**config.mk**
```make
export PLATFORM = sky130hd
export DESIGN_NAME = axi_read_master
export DESIGN_NICKNAME = d
export VERILOG_FILES = /design/src/rtl/axi_read_master.sv
export SDC_FILE = /design/constraint.sdc
export NUM_CORES = 1
export LEC_CHECK = 0
export BUFFER_PORTS_ARGS = -buffer_cell sky130_fd_sc_hd__buf_2
export CAP_MARGIN = 20
export CORE_ASPECT_RATIO = 2
export CORE_UTILIZATION = 40
export CTS_CLUSTER_SIZE = 8
export DETAILED_ROUTE_END_ITERATION = 6
export SYNTH_ARGS = -nofsm -noshare
export SYNTH_HDL_FRONTEND = slang
export SYNTH_SLANG_ARGS = --single-unit
```
**constraint.sdc**
```tcl
create_clock -name ACLK -period 3.14 [get_ports ACLK]
set_input_delay 0.628 -clock ACLK [delete_from_list [all_inputs] [get_ports ACLK]]
set_output_delay 0.628 -clock ACLK [all_outputs]
set_load 0.005 [all_outputs]
```
**src/rtl/axi_read_master.sv**
```systemverilog
// AXI read initiator: accepts one local read command, issues the AR beat, buffers up to four R beats,
// then replays them to the requester with a burst-wide error flag.
module axi_read_master #(
    parameter int   BusWidth  = 32,
    parameter int   tagbits   = 2,
    parameter logic MASTER_ID = 1'b0
) (
    input  logic                ACLK,
    input  logic                ARESETn,
    input  logic                req_valid,
    output logic                req_ready,
    input  logic [BusWidth-1:0] req_addr,
    input  logic [1:0]          req_len,
    input  logic [1:0]          req_size,
    input  logic [1:0]          req_burst,
    input  logic                req_id,
    output logic [tagbits-1:0]  ARID,
    output logic [BusWidth-1:0] ARADDR,
    output logic [3:0]          ARLEN,
    output logic [1:0]          ARSIZE,
    output logic [1:0]          ARBURST,
    output logic [1:0]          ARLOCK,
    output logic [3:0]          ARCACHE,
    output logic [2:0]          ARPROT,
    output logic                ARVALID,
    input  logic                ARREADY,
    input  logic [tagbits-1:0]  RID,
    input  logic [BusWidth-1:0] RDATA,
    input  logic [1:0]          RRESP,
    input  logic                RLAST,
    input  logic                RVALID,
    output logic                RREADY,
    output logic                resp_valid,
    input  logic                resp_ready,
    output logic [BusWidth-1:0] resp_data,
    output logic                resp_last,
    output logic                resp_err,
    output logic                busy
);
    localparam logic [1:0] S_IDLE    = 2'd0;
    localparam logic [1:0] S_ADDR    = 2'd1;
    localparam logic [1:0] S_DATA    = 2'd2;
    localparam logic [1:0] S_DELIVER = 2'd3;

    logic [1:0]          r_state;
    logic [tagbits-1:0]  r_arid;
    logic [BusWidth-1:0] r_araddr;
    logic [1:0]          r_arlen;
    logic [1:0]          r_arsize;
    logic [1:0]          r_arburst;
    logic [BusWidth-1:0] r_buf [4];
    logic [2:0]          r_wr_cnt;
    logic [2:0]          r_rd_cnt;
    logic                r_err;

    logic [tagbits-1:0]  w_arid_next;
    logic                w_beat;
    logic                w_id_ok;
    logic                w_store;
    logic                w_full;
    logic                w_done;
    logic                w_empty;
    logic                w_last_beat;

    always_comb begin
        w_arid_next              = '0;
        w_arid_next[tagbits-1]   = MASTER_ID;
        w_arid_next[0]           = req_id;
    end

    assign w_beat      = RVALID && (r_state == S_DATA);
    assign w_id_ok     = (RID == r_arid);
    assign w_store     = w_beat && w_id_ok;
    // The stored beat about to land is beat number ARLEN+1.
    assign w_full      = w_store && (r_wr_cnt == {1'b0, r_arlen});
    assign w_done      = w_beat && (RLAST || w_full);
    assign w_empty     = (r_wr_cnt == 3'd0);
    assign w_last_beat = w_empty || (r_rd_cnt == r_wr_cnt - 3'd1);

    always_ff @(posedge ACLK or negedge ARESETn) begin
        if (!ARESETn) begin
            r_state   <= S_IDLE;
            r_arid    <= '0;
            r_araddr  <= '0;
            r_arlen   <= '0;
            r_arsize  <= '0;
            r_arburst <= '0;
            r_wr_cnt  <= '0;
            r_rd_cnt  <= '0;
            r_err     <= 1'b0;
        end else begin
            case (r_state)
                S_IDLE: begin
                    if (req_valid) begin
                        r_arid    <= w_arid_next;
                        r_araddr  <= req_addr;
                        r_arlen   <= req_len;
                        r_arsize  <= (req_size == 2'b11) ? 2'b10 : req_size;
                        r_arburst <= req_burst;
                        r_wr_cnt  <= '0;
                        r_rd_cnt  <= '0;
                        r_err     <= 1'b0;
                        r_state   <= S_ADDR;
                    end
                end
                S_ADDR: begin
                    if (ARREADY) begin
                        r_state <= S_DATA;
                    end
                end
                S_DATA: begin
                    if (w_beat) begin
                        if (w_store) begin
                            r_wr_cnt <= r_wr_cnt + 3'd1;
                        end
                        // Error on foreign ID, bad response, or RLAST disagreeing with the expected length.
                        if (!w_id_ok || (RRESP != 2'b00) || (RLAST != w_full)) begin
                            r_err <= 1'b1;
                        end
                        if (w_done) begin
                            r_state <= S_DELIVER;
                        end
                    end
                end
                default: begin
                    if (resp_ready) begin
                        if (w_last_beat) begin
                            r_state <= S_IDLE;
                        end else begin
                            r_rd_cnt <= r_rd_cnt + 3'd1;
                        end
                    end
                end
            endcase
        end
    end

    generate
        for (genvar gi = 0; gi < 4; gi++) begin : g_buf
            always_ff @(posedge ACLK or negedge ARESETn) begin
                if (!ARESETn) begin
                    r_buf[gi] <= '0;
                end else if (w_store && (r_wr_cnt[1:0] == 2'(gi))) begin
                    r_buf[gi] <= RDATA;
                end
            end
        end
    endgenerate

    assign req_ready  = (r_state == S_IDLE);
    assign busy       = (r_state != S_IDLE);
    assign ARVALID    = (r_state == S_ADDR);
    assign RREADY     = (r_state == S_DATA);
    assign resp_valid = (r_state == S_DELIVER);
    assign ARID       = r_arid;
    assign ARADDR     = r_araddr;
    assign ARLEN      = {2'b00, r_arlen};
    assign ARSIZE     = r_arsize;
    assign ARBURST    = r_arburst;
    assign ARLOCK     = 2'b00;
    assign ARCACHE    = 4'b0000;
    assign ARPROT     = 3'b000;
    // With every beat dropped, a single zero-data error beat is still handed back.
    assign resp_data  = (resp_valid && !w_empty) ? r_buf[r_rd_cnt[1:0]] : '0;
    assign resp_last  = resp_valid && w_last_beat;
    assign resp_err   = resp_valid && (r_err || w_empty);
endmodule
```
==> impl_results.md <==
- Clock transition at path regs: around 60 ps
- CP Capture Point: resp_last
- Hold_ws: between 200 and 300 ps
- GP Congestion: 0.811
- Max-cap viol count: 0
- Synth area leader: dfrtp_1
- Synthesized flop and latch total: 176
- Crit path launch: r_wr_cnt[0]
- Clock Tree Root: clkbuf_16
- Drt drc: 0
- Share of layout cells above drive strength 1: 57.4%
- Final worst-path cycle share: between 90% and 100%
- CTS H-tree lvls: 4
- Die span in x: 106 µm
- Worst EP required: ~2500 ps
- Worst setup SP type: register
- IO Port Bufs: between 150 and 200
- Placed instance area: between 0.009 and 0.01 mm²
- Syn Std Cell Area: approximately 0.0086 mm²
- Max_slew headroom: 38.0%
- Crit Path Class: register to output port
- Final Setup Violations: 0
- Sequential share of the synthesized area: 51.1%
- Vias in the first global route: ~5,900
- Critical path endpoint category: output port
- Largest net degree at the start of global routing: 97
- Status: finished clean
- Leakage: between 5 and 6 nW
- Slew @ Worst Pin: about 930 ps
- Layout area overhead: 18.3%
- Period minus WS final: 2960 ps
- Inserted Clock Buffers: 17
- Synth top area share: roughly 51%
- Clk Latency, worst-skew pair: ~430 ps
- Max Slew Vio Count: 0
- Post-Place Cells: 948
- Max Clock Skew: 5.43 ps
- Cell count after synthesis: 545
- Primary FF master, synth: dfrtp_1
- Synthesized area per cell: 15.8 µm²
- Largest cells by area after synthesis: dfrtp_1 (51%), mux2_4 (16%), mux2_2 (9.9%)
- Cell count of the worst reg-to-reg path: 10
- Finished Cell Area: around 0.01 mm²
- Initial antenna violation count: 0
- Final WL: ~20,000 µm
- Io pins: about 170
- Overflow after GRT: 0
- Overall Power: about 9.5 mW
- Routed Antenna Nets: 0
- Unrepaired setup endpoints after global routing: no
- Iter 0 DRT Violations: between 150 and 200
- All-Layer GR Usage: about a fifth
- Async set or reset register ratio after synthesis: 100%
- Fmax: around 340 MHz
- Row cnt: 75
- Critical path arrival: approximately 2300 ps
- Syn. warnings: 0
- Die extent in y: roughly 210 µm
- Core region area: around 0.021 mm²
- First-pass GRT wire length: around 32,000 µm
- Die ar.: approximately 0.022 mm²
- Library cells used by synthesis: between 40 and 50
- Dpl hpwl: roughly 13,000 µm
- Min-Delay Path Class: input port to asynchronous set/reset pin
- Reg-to-reg slack, setup: ~720 ps
- FF-to-FF Start: r_state[0]
- Initial Utilization: between 40% and 50%
- Drt pass-1 iters: 4
- Commonest cells post-synth: dfrtp_1 (176), mux2_4 (91), mux2_2 (76)
- Critical Path Fanout Max: 8
- Clk buf depth: 2
- ANT cells: 0
- Vias: between 5,000 and 6,000
- CTS tree: yes
- Clock sink count: about 180
- Hold_buf cts: 0
- Layout Cells excl Fill: 980
- Peak supply drop: ~0.55 mV
- Crit Reg-Reg Endpoint: r_state[1]
- Routed WL per cell: between 20 and 25 µm
- Most frequent cell after synthesis: dfrtp_1
- PD cells: about 930 mW/mm²
- DR vias/cell: about 5.2
- Post-synth EDFFs: 0
- Final Hold Viols: 0
- Nets@finish: slightly below 800
- Total negative slack: 0 ps
## per-layer routing
| layer | share of wire, % | global-route usage [%] | up-vias |
|---|---|---|---|
| met5 | 0 | 0 | - |
| met4 | 1.4 | 6.94 | 0 |
| met3 | 4.4 | 4.44 | 21 |
| met2 | 55 | 34.7 | 162 |
| met1 | 40 | 21.6 | 2644 |
| li1 | - | - | 2268 |
## worst max-delay path: stages (launching register included)
cell and delay [ps]:
dfrtp_1 490, inv_1 160, ha_1 370, xor2_2 280
a41oi_4 220, a21boi_0 230, buf_2 150
## cells in the final DEF (no fill, tap or decap), types with 11 or more instances in the layout
cell / instances
buf_2: 158
inv_1: 13
clkbuf_16: 17
mux2_4: 91
ha_1: 11
dfrtp_1: 174
mux2_2: 76
and3_1: 32
conb_1: 12
mux4_2: 32
## state kept, by name (all words and copies together) (netlist names)
signal / cells
ARBURST: 2
r_buf: 128
ARADDR: 32
ARSIZE: 2
ARID: 1
r_arlen: 2
r_err: 1
r_state: 2
r_rd_cnt: 3
r_wr_cnt: 3
## metrics by stage
step / util (%) / worst slack [ps]
final: 48.5 / 183
after global routing: 48.5 / 4.80
after CTS: 48.4 / 110
after detailed placement: 45.5 / 587
after global placement: 45.5 / 643
after floorplan: - / 801
## kinds of logic after synthesis
kind of cell | share of synthesized area, %
AO/OA/AOI/OAI | 2.18
XOR/XNOR | 0.973
adder cells (fa/ha/maj) | 1.60
buffers and inverters | 4.69
flip-flops | 51.1
multiplexers | 34.3
other | 0.0435
AND/OR/NAND/NOR | 5.10
## worst min-delay path by stage
| stage | cells after the start | endpoint | startpoint | slack [ps] |
|---|---|---|---|---|
| after floorplan | 0 | ARADDR[0] | ARESETn | 330 |
| after global placement | 2 | ARSIZE[0] | ARSIZE[0] | 460 |
| after detailed placement | 2 | ARSIZE[0] | ARSIZE[0] | 480 |
| after CTS | 1 | r_rd_cnt[2] | ARESETn | 330 |
| after global routing | 1 | r_rd_cnt[2] | ARESETn | 350 |
| final | 1 | r_rd_cnt[2] | ARESETn | 300 |
## repair_timing
action                                  CTS  global route
endpoints found under the setup margin    0             1
gates resized for setup                   0             1
setup buffers                             0             0
## cell type report
class	count	area (µm²)
Tap cell	269	337
Timing Repair Buffer	168	932
Clock inverter	11	156
Fill cell	1865	10800
Sequential cell	176	4410
Clock buffer	21	450
Inverter	13	48.8
Multi-Input combinational cell	322	3860
## power breakdown
group          switching [mW]  internal (mW)
combinational            1.50           2.09
clock                   0.908           1.28
sequential              0.585           3.15
Power figures use the tool's default switching activity.
